**config.mk**
```make
export PLATFORM = sky130hd
export DESIGN_NAME = buzzer_seq
export DESIGN_NICKNAME = d
export VERILOG_FILES = /design/src/rtl/buzzer_pkg.sv /design/src/rtl/buzzer_tone_osc.sv /design/src/rtl/buzzer_seq.sv
export SDC_FILE = /design/constraint.sdc
export NUM_CORES = 1
export LEC_CHECK = 0
export ABC_AREA = 0
export CAP_MARGIN = 40
export CELL_PAD_IN_SITES_DETAIL_PLACEMENT = 0
export CELL_PAD_IN_SITES_GLOBAL_PLACEMENT = 1
export CORE_MARGIN = 2
export CORE_UTILIZATION = 48
export CTS_BUF_LIST = sky130_fd_sc_hd__clkbuf_4 sky130_fd_sc_hd__clkbuf_8 sky130_fd_sc_hd__clkbuf_16
export CTS_CLUSTER_SIZE = 30
export DETAILED_ROUTE_END_ITERATION = 8
export PLACE_DENSITY = 0.85
export SYNTH_ARGS = -nofsm -noshare
export SYNTH_HDL_FRONTEND = slang
export SYNTH_HIERARCHICAL = 1
export SYNTH_SLANG_ARGS = --single-unit
```
**constraint.sdc**
```tcl
create_clock -name CLK -period 6 [get_ports CLK]
set_clock_uncertainty 0.2 [all_clocks]
set_input_delay 1.2 -clock CLK [delete_from_list [all_inputs] [get_ports CLK]]
set_output_delay 1.2 -clock CLK [all_outputs]
set_load 0.01 [all_outputs]
```
**src/rtl/buzzer_pkg.sv**
```systemverilog
// Shared note table, note-period helper, FSM state encoding and note index type.
// Latency: none; elaboration-time constants and types only.
// Backpressure: none.
package buzzer_pkg;

  localparam int NUM_NOTES = 8;

  // Note frequencies in Hz, index 0..7 = C4 D4 E4 F4 G4 A4 B4 C5
  localparam logic [NUM_NOTES-1:0][15:0] NOTE_HZ = {
    16'd523, 16'd494, 16'd440, 16'd392, 16'd349, 16'd330, 16'd294, 16'd262
  };

  typedef logic [2:0] note_idx_t;

  typedef enum logic [1:0] {
    ST_IDLE = 2'd0,
    ST_TONE = 2'd1,
    ST_GAP  = 2'd2
  } state_e;

  // Square-wave period in clocks for a note, rounded down
  function automatic int note_period(input int clk_hz, input int idx);
    return clk_hz / int'(NOTE_HZ[note_idx_t'(idx)]);
  endfunction

endpackage

```
**src/rtl/buzzer_tone_osc.sv**
```systemverilog
// Square-wave oscillator: phase counter plus registered output, high for floor(P/2) of every P cycles.
// Latency: restart gives wave=1 at phase 0 on the next cycle; output is held 0 while not enabled.
// Backpressure: none; it free-runs whenever enabled.
module buzzer_tone_osc #(
  parameter int PH_W = 7
) (
  input  logic          clk_i,
  input  logic          rst_ni,
  input  logic          en_i,
  input  logic          restart_i,
  input  logic [PH_W:0] period_i,
  output logic          wave_o
);

  logic [PH_W-1:0] phase_q;
  logic [PH_W-1:0] phase_d;
  logic [PH_W-1:0] phase_step;
  logic [PH_W-1:0] last_phase;
  logic [PH_W:0]   half;
  logic            wave_q;
  logic            wave_d;

  // Next phase wraps at P-1; the wave is decided from the phase it will hold next
  always_comb begin
    last_phase = PH_W'(period_i - (PH_W+1)'(1));
    half       = period_i >> 1;
    phase_step = (phase_q == last_phase) ? '0 : phase_q + PH_W'(1);
    phase_d    = '0;
    wave_d     = 1'b0;
    if (restart_i) begin
      // Every beep starts with the high half; P >= 2 so the half is never empty
      phase_d = '0;
      wave_d  = 1'b1;
    end else if (en_i) begin
      phase_d = phase_step;
      wave_d  = ({1'b0, phase_step} < half);
    end
  end

  // Phase counter and output register
  always_ff @(posedge clk_i or negedge rst_ni) begin
    if (!rst_ni) begin
      phase_q <= '0;
      wave_q  <= 1'b0;
    end else begin
      phase_q <= phase_d;
      wave_q  <= wave_d;
    end
  end

  assign wave_o = wave_q;

endmodule

```
**src/rtl/buzzer_seq.sv**
```systemverilog
// Eight-note beep sequencer: N beeps of ON/OFF cycles each, or a continuous alarm when N=0.
// Latency: start sampled in IDLE gives busy/BUZZER high the next cycle; done strobes the cycle after the last tone.
// Backpressure: start is ignored while busy; stop aborts from any state on the next cycle with no done.
module buzzer_seq
  import buzzer_pkg::*;
#(
  parameter int CLK_HZ     = 24000000,
  parameter int ON_CYCLES  = 12000000,
  parameter int OFF_CYCLES = 12000000,
  parameter int BEEP_W     = 4
) (
  input  logic              CLK,
  input  logic              nRST,
  input  logic              start,
  input  logic              stop,
  input  logic [2:0]        note,
  input  logic [BEEP_W-1:0] beeps,
  output logic              BUZZER,
  output logic              busy,
  output logic              done
);

  // C4 is the lowest note, so it sets the longest period
  localparam int P_MAX   = note_period(CLK_HZ, 0);
  localparam int PH_W    = $clog2(P_MAX);
  localparam int PW      = PH_W + 1;
  localparam int DUR_MAX = (ON_CYCLES > OFF_CYCLES) ? ON_CYCLES : OFF_CYCLES;
  localparam int DUR_W   = $clog2(DUR_MAX + 1);

  state_e            state_q, state_d;
  logic [DUR_W-1:0]  dur_q, dur_d;
  logic [BEEP_W-1:0] beep_q, beep_d;
  note_idx_t         note_q, note_d;
  logic              busy_q, busy_d;
  logic              done_q, done_d;
  logic              osc_en;
  logic              osc_restart;
  logic              tone_last;
  logic              gap_last;
  logic [NUM_NOTES-1:0][PW-1:0] period_tab;
  logic [PW-1:0]     period;

  // Constant period table, one entry per note
  for (genvar g = 0; g < NUM_NOTES; g++) begin : g_period
    assign period_tab[g] = PW'(note_period(CLK_HZ, g));
  end

  // The latched note selects the period, so later note changes cannot disturb a running tone
  assign period    = period_tab[note_q];
  assign tone_last = (dur_q == DUR_W'(ON_CYCLES - 1));
  assign gap_last  = (dur_q == DUR_W'(OFF_CYCLES - 1));

  // Next-state, counter and oscillator control decisions
  always_comb begin
    state_d     = state_q;
    dur_d       = dur_q;
    beep_d      = beep_q;
    note_d      = note_q;
    done_d      = 1'b0;
    osc_en      = 1'b0;
    osc_restart = 1'b0;
    case (state_q)
      ST_IDLE: begin
        // stop wins over a simultaneous start
        if (start && !stop) begin
          state_d     = ST_TONE;
          dur_d       = '0;
          beep_d      = beeps;
          note_d      = note;
          osc_restart = 1'b1;
        end
      end
      ST_TONE: begin
        if (stop) begin
          state_d = ST_IDLE;
          dur_d   = '0;
          beep_d  = '0;
        end else if (tone_last) begin
          dur_d = '0;
          if (beep_q == BEEP_W'(1)) begin
            // Last counted beep: no trailing gap
            state_d = ST_IDLE;
            beep_d  = '0;
            done_d  = 1'b1;
          end else begin
            // A zero count never decrements, which keeps the alarm running
            state_d = ST_GAP;
            if (beep_q != '0) begin
              beep_d = beep_q - BEEP_W'(1);
            end
          end
        end else begin
          dur_d  = dur_q + DUR_W'(1);
          osc_en = 1'b1;
        end
      end
      ST_GAP: begin
        if (stop) begin
          state_d = ST_IDLE;
          dur_d   = '0;
          beep_d  = '0;
        end else if (gap_last) begin
          state_d     = ST_TONE;
          dur_d       = '0;
          osc_restart = 1'b1;
        end else begin
          dur_d = dur_q + DUR_W'(1);
        end
      end
      default: begin
        state_d = ST_IDLE;
        dur_d   = '0;
        beep_d  = '0;
      end
    endcase
    busy_d = (state_d != ST_IDLE);
  end

  // FSM state, counters and registered status outputs
  always_ff @(posedge CLK or negedge nRST) begin
    if (!nRST) begin
      state_q <= ST_IDLE;
      dur_q   <= '0;
      beep_q  <= '0;
      note_q  <= '0;
      busy_q  <= 1'b0;
      done_q  <= 1'b0;
    end else begin
      state_q <= state_d;
      dur_q   <= dur_d;
      beep_q  <= beep_d;
      note_q  <= note_d;
      busy_q  <= busy_d;
      done_q  <= done_d;
    end
  end

  buzzer_tone_osc #(
    .PH_W(PH_W)
  ) u_osc (
    .clk_i     (CLK),
    .rst_ni    (nRST),
    .en_i      (osc_en),
    .restart_i (osc_restart),
    .period_i  (period),
    .wave_o    (BUZZER)
  );

  assign busy = busy_q;
  assign done = done_q;

endmodule

```
# Word level (Yosys, flattened, before mapping)

Memories as Yosys holds them, arrays and structs flattened.
Cells that the tools add are included.

Add/subtract/negate cells: 4
Multiply operators: 0
Divide/modulo/power cells: 0
Magnitude comparators: 2
Equal/unequal tests: 9
Shift-type cells: 0
Mux-type cells: 35
Bitwise gates (word level): 0
Reduce and logical (&&, ||, !) cells: 8

Operator list:

| operator                                            | count |
|---|---|
| two-way mux 24 bit                                  | 3 |
| two-way mux 17 bit                                  | 3 |
| one-hot mux 24 bit (2 select lines)                 | 1 |
| adder 24 x 1 -> 24 bit, second input constant       | 1 |
| equality test 24 bit, second input constant         | 1 |
| two-way mux 4 bit                                   | 6 |
| two-way mux 18 bit                                  | 1 |
| adder 17 x 1 -> 17 bit, second input constant       | 1 |
| equality test 17 bit                                | 1 |
| < comparator 17 bit                                 | 1 |
| subtractor 17 x 1 -> 17 bit, second input constant  | 1 |
| two-way mux 1 bit                                   | 12 |
| two-way mux 2 bit                                   | 6 |
| one-hot mux 4 bit (3 select lines)                  | 1 |
| one-hot mux 2 bit (3 select lines)                  | 1 |
| equality test 4 x 1 -> 1 bit, second input constant | 1 |
| < comparator 3 x 4 -> 1 bit, second input constant  | 1 |
| inequality test 2 bit, second input constant        | 2 |
| inequality test 4 bit, second input constant        | 1 |
| AND reduction 4 bit                                 | 1 |
| nonzero test 4 bit                                  | 1 |
| subtractor 4 x 1 -> 4 bit, second input constant    | 1 |
| inequality test 3 bit, second input constant        | 1 |
| equality test 2 x 1 -> 1 bit, second input constant | 1 |
| 8 further kinds                                     | 8 |

Register bits after elaboration: 53
Bits in latches: 0
Bits in writable memories: 0
Bits in read-only memories: 144
Input port bits: 11
Memories kept: 1

Memory list:

| name            | depth | bits a word | read ports | clocked after Yosys merged registers in | wr ports | RTL line         | text |
|---|---|---|---|---|---|---|---|
| (no name shown) | 8     | 18          | 1          | 0                                       | 0        | buzzer_seq.sv:49 | `assign period = period_tab[note_q];` |

# Longest topological paths before layout

Depth after elaboration: 8
Mapped depth: 23
Depth with buffers taken out: 21

# Modules after synthesis

Netlist, hierarchy kept.

By module, submodules not included:

| module          | times used | cells an instance | area an instance (um^2) |
|---|---|---|---|
| buzzer_seq      | 1          | 252               | 2292.2 |
| buzzer_tone_osc | 1          | 239               | 1915.6 |

# Worst setup path after synthesis

Ideal clock, no wire load.

Kind: register to register
From: register note_q[2]
To: register u_osc.wave_q, in the netlist u_osc/wave_o
Setup time: 67 ps
Arrival: 4735 ps
Required time: 5733 ps
Setup slack: 998 ps
Cell stages (with the launch flop): 22
Path buffers: 4
Period minus slack after synthesis: 5002 ps
Cell sequence: dfrtp_1 clkbuf_1 clkbuf_1 o21ai_0 inv_1 ha_1 or4b_1 clkbuf_2 o31a_1 or4_4 o211ai_2 nor3b_2 buf_2 nor2_1 ha_1 a21o_1 a21o_1 a21oi_1 o21ai_0 a211oi_1 o22a_1 o41a_1

Longest elaborated chain between the ends: 8

RTL lines:

| item                                     | RTL line              | text |
|---|---|---|
| start: declaration                       | buzzer_seq.sv:33      | `note_idx_t note_q, note_d;` |
| start signal: assignment                 | buzzer_seq.sv:132     | `note_q <= note_d;` |
| memory (8 x 18 bit)                      | --                    |  |
| two-way mux 18 bit (implied by the code) | buzzer_seq.sv:49      |  |
| via period[0]                            | buzzer_seq.sv:41      | `logic [PW-1:0] period;` |
| subtractor 17 x 1 -> 17 bit              | buzzer_tone_osc.sv:25 | `last_phase = PH_W'(period_i - (PH_W+1)'(1));` |
| equality test 17 bit                     | buzzer_tone_osc.sv:27 | `phase_step = (phase_q == last_phase) ? '0 : phase_q + PH_W'(1);` |
| two-way mux 17 bit                       | buzzer_tone_osc.sv:27 |  |
| < comparator 17 bit                      | buzzer_tone_osc.sv:36 | `wave_d = ({1'b0, phase_step} < half);` |
| two-way mux 1 bit                        | buzzer_tone_osc.sv:34 | `end else if (en_i) begin` |
| two-way mux 1 bit                        | buzzer_tone_osc.sv:30 | `if (restart_i) begin` |
| via u_osc.wave_d                         | buzzer_tone_osc.sv:21 | `logic wave_d;` |
| end signal: assignment                   | buzzer_tone_osc.sv:47 | `wave_q <= wave_d;` |
| end: declaration                         | buzzer_tone_osc.sv:20 | `logic wave_q;` |

The timed path passes the listed nets, and every way through them passes these cells. The select of a mux whose other input is x is not followed.
A chain may end at the register's enable or synchronous reset.

# Worst setup path after layout

From: register note_q[0]
To: register u_osc.wave_q, in the netlist u_osc/wave_o

Longest elaborated chain between the ends: 8

RTL lines:

| item                                       | RTL line |
|---|---|
| memory (8 x 18 bit) *                      | -- |
| two-way mux 18 bit (implied by the code) * | buzzer_seq.sv:49 |
| via period[1]                              | buzzer_seq.sv:41 |
| subtractor 17 x 1 -> 17 bit                | buzzer_tone_osc.sv:25 |
| equality test 17 bit                       | buzzer_tone_osc.sv:27 |
| two-way mux 17 bit                         | buzzer_tone_osc.sv:27 |
| < comparator 17 bit *                      | buzzer_tone_osc.sv:36 |
| two-way mux 1 bit *                        | buzzer_tone_osc.sv:34 |
| two-way mux 1 bit *                        | buzzer_tone_osc.sv:30 |
| via u_osc.wave_d                           | buzzer_tone_osc.sv:21 |

The timed path passes the listed nets; every way through them passes the cells marked *. The select of a mux whose other input is x is not followed.

==> impl_metrics.py <==
metrics = {
    "timing": {
        "tightestPinTransition_ns": 0.814,
        "slew_viol_final": 0,
        "hold_violations": 0,
        "max_freq_mhz": 182,
        "final.setup.tns_ns": 0,
        "setup_viol": 0,
        "maxSlewHeadroom_pct": 44.3,
        "period_minus_slack_ns": 5.49,
        "rsz0062_at_grt": "false",
        "fin_crit_sh_pct": 91.4,
    },
    "layout": {
        "n_antenna_cell": 0,
        "nFillCells": 802,
        "drive_gt1_share_pct": 7.54,
        "fin_util_pct": 52.7,
        "final_common_cell": "nor2_1",
        "layout_common_cells": "nor2_1 (68), dfrtp_1 (53), inv_1 (38), nand2_1 (38)",
        "nets": 547,
        "stdcell_count": 612,
        "syn2layout_area_growth_pct": 7.58,
    },
    "job": {
        "drv_cap": 0,
    },
    "synth": {
        "synth_compound_area_share_pct": 12.5,
        "synth_cell_types": 70,
        "synth_top_area_share_pct": 31.5,
        "syn_avg_cell_area_um2": 8.57,
        "yosys.area_share.simple_pct": 26.9,
        "synth-edff-count": 0,
        "synthXorXnorAreaFrac_pct": 12.3,
        "synth.top_cells.by_area": "dfrtp_1 (32%), ha_1 (9.8%), xnor2_1 (6.9%), nor2_1 (6.1%), xor2_1 (5.4%)",
        "ys.flop_type": "dfrtp_1",
        "async_flop_share_pct": 100,
        "synth.ff_latch_count": 53,
        "synthAdderAreaFrac_pct": 9.81,
        "ys.warnings.count": 6,
        "yosysSeqAreaShare_pct": 31.5,
        "synth_area_mm2": 0.00421,
        "synth_top_family_by_area": "simple AND/OR/NAND/NOR gates",
        "synth.net_count": 535,
        "synth.largest_area_cell": "dfrtp_1",
        "synthMuxAreaShare_pct": 1.75,
        "syn_inst": 491,
    },
    "clock_tree": {
        "clock_path_buffers": 2,
        "clk_pin_slew_worst_paths_ns": 0.10,
        "cts_sinks": 53,
        "cts_setup_buffers": 0,
        "cts_buffers": 5,
        "cts_root_buf": "clkbuf_8",
        "clkLatencyLatePin_ns": 0.31,
        "postCtsHoldBufs": 0,
        "cts_resized": 0,
        "cts_tree": "yes",
        "h-tree-depth": 2,
    },
    "critical_path": {
        "crit_arrival_ns": 5.53,
        "start_kind": "flop",
        "reg2reg_slack_ns": 0.51,
        "required_ns": 6.05,
        "r2r_start": "note_q[0]",
        "regToRegEndpoint": "u_osc/wave_o",
        "cp_max_fo": 17,
        "r2r_cells": 22,
        "path_class": "reg2reg",
        "end_kind": "flop",
    },
    "placed_design": {
        "place_congestion": 0.891,
        "hpwl_um": 7440,
        "portBuffers": 13,
        "place_inst": 604,
    },
    "route": {
        "avgRoutedWirePerCell_um": 15.8,
        "first_pass_iters": 4,
        "drt_iter0_markers": 126,
        "vias_per_cell": 5.61,
        "vias": 3431,
        "drt_wl_total_um": 9650,
        "drc": 0,
        "ant_nets": 0,
    },
    "die": {
        "rows": 34,
        "die_h_um": 97.6,
        "dieArea_mm2": 0.00953,
        "io_pins": 14,
        "start_util_pct": 49.0,
        "die_w_um": 97.6,
        "coreArea_mm2": 0.00859,
    },
    "pwr": {
        "peakVddDrop_v": 0.000185,
        "p_per_area_mw_per_mm2": 354,
        "p_leak_nw": 2.01,
        "power_mw": 1.60,
    },
    "outcome": {
        "status": "finished, final reports clean",
    },
    "grt": {
        "grt_pass1_vias": 3366,
        "antenna_found_initial": 0,
        "grt_pass1_wl_um": 16300,
        "grt_use_total_pct": 20.6,
        "grt_max_degree": 54,
        "grt_overflow_total": 0,
    },
    "min_path": {
        "hold_end": "beep_q[3]",
        "hold_path_class": "reg2reg",
        "holdPathStages": 1,
        "hold_start": "beep_q[3]",
    },
}
sequential cells by signal, summed over array words and instances (netlist names):
name	count
done	1
u_osc/wave_o	1
dur_q	24
beep_q	4
state_q	2
u_osc/phase_q	17
busy	1
note_q	3
stage by stage:
stage / hold WS (ns) / instance area (um2) / worst slack (ns)
6_report: 0.328 / 4530 / 0.514
2_1_floorplan: 0.278 / 4210 / 0.998
5_1_grt: 0.379 / 4530 / 0.191
3_3_place_gp: 0.300 / 4420 / 0.817
3_5_place_dp: 0.311 / 4430 / 0.684
4_1_cts: 0.335 / 4530 / 0.637
metal layers:
layer	share of wire, %	vias up	wire length (um)	global-route usage [%]
met5	0	-	0	0
met4	1.5	0	143	6.41
met3	4.2	9	405	2.59
met2	50	90	4790	35.4
met1	45	1611	4310	27.2
li1	-	1721	-	-
worst max-delay path, cell delays in order, from the launching register on:
cell	delay, ns
dfrtp_1	0.49
inv_1	0.14
ha_1	0.22
nand2_1	0.08
o21ai_0	0.23
inv_1	0.12
ha_1	0.22
or4b_1	0.65
nor2_1	0.19
xnor2_1	0.08
a2111oi_0	0.65
nand4_1	0.20
nor3b_2	0.20
buf_4	0.24
nor2_1	0.08
ha_1	0.29
a21o_1	0.16
a21o_1	0.17
a21oi_1	0.12
o21ai_0	0.10
a211oi_1	0.27
o22a_1	0.17
o41a_1	0.15
worst max path at each step:
stage / from / endpoint / slack [ns] / depth (start not counted)
global placement: note_q[0] / u_osc/wave_o / 0.82 / 22
global route: note_q[1] / u_osc/wave_o / 0.19 / 21
floorplan: note_q[2] / u_osc/wave_o / 1.0 / 21
finish: note_q[0] / u_osc/wave_o / 0.51 / 22
CTS: note_q[0] / u_osc/wave_o / 0.64 / 22
detailed placement: note_q[0] / u_osc/wave_o / 0.68 / 22
final cells by class:
class	instances	area (um2)	share of cell area, %
Multi-Input combinational cell	388	2670	58.9
Sequential cell	53	1330	29.3
Timing Repair Buffer	17	159	3.51
Inverter	38	143	3.15
Tap cell	108	135	2.99
Clock buffer	6	82.6	1.82
Clock inverter	2	16.3	0.359
synthesized netlist by cell type (all sizes together), types with 7 or more instances:
cell type	instances
nor2	78
dfrtp	53
inv	38
nand2	38
ha	33
xnor2	33
xor2	26
nand3	25
o21ai	23
nand4	14
nor3	12
a21oi	10
nor4	8
and3	7
buf	7
cell families (layout without fill, tap and decap cells):
kind of cell               Yosys count  in the layout
and+or+nand+nor                    216            216
AOI/OAI and AO/OA                   72             72
xor gates and xnor gates            59             59
DFF                                 53             53
buffers and inverters               50             63
adders and majority gates           33             33
muxes                                7              7
other                                1              1
where the power goes:
| group | switching, mW | leakage (nW) | internal [mW] |
|---|---|---|---|
| combinational | 0.594 | 1.24 | 0.335 |
| sequential | 0.0578 | 0.721 | 0.396 |
| clock | 0.124 | 0.0478 | 0.0954 |
| total | 0.776 | 2.01 | 0.826 |
(Power assumes the default switching activity.)
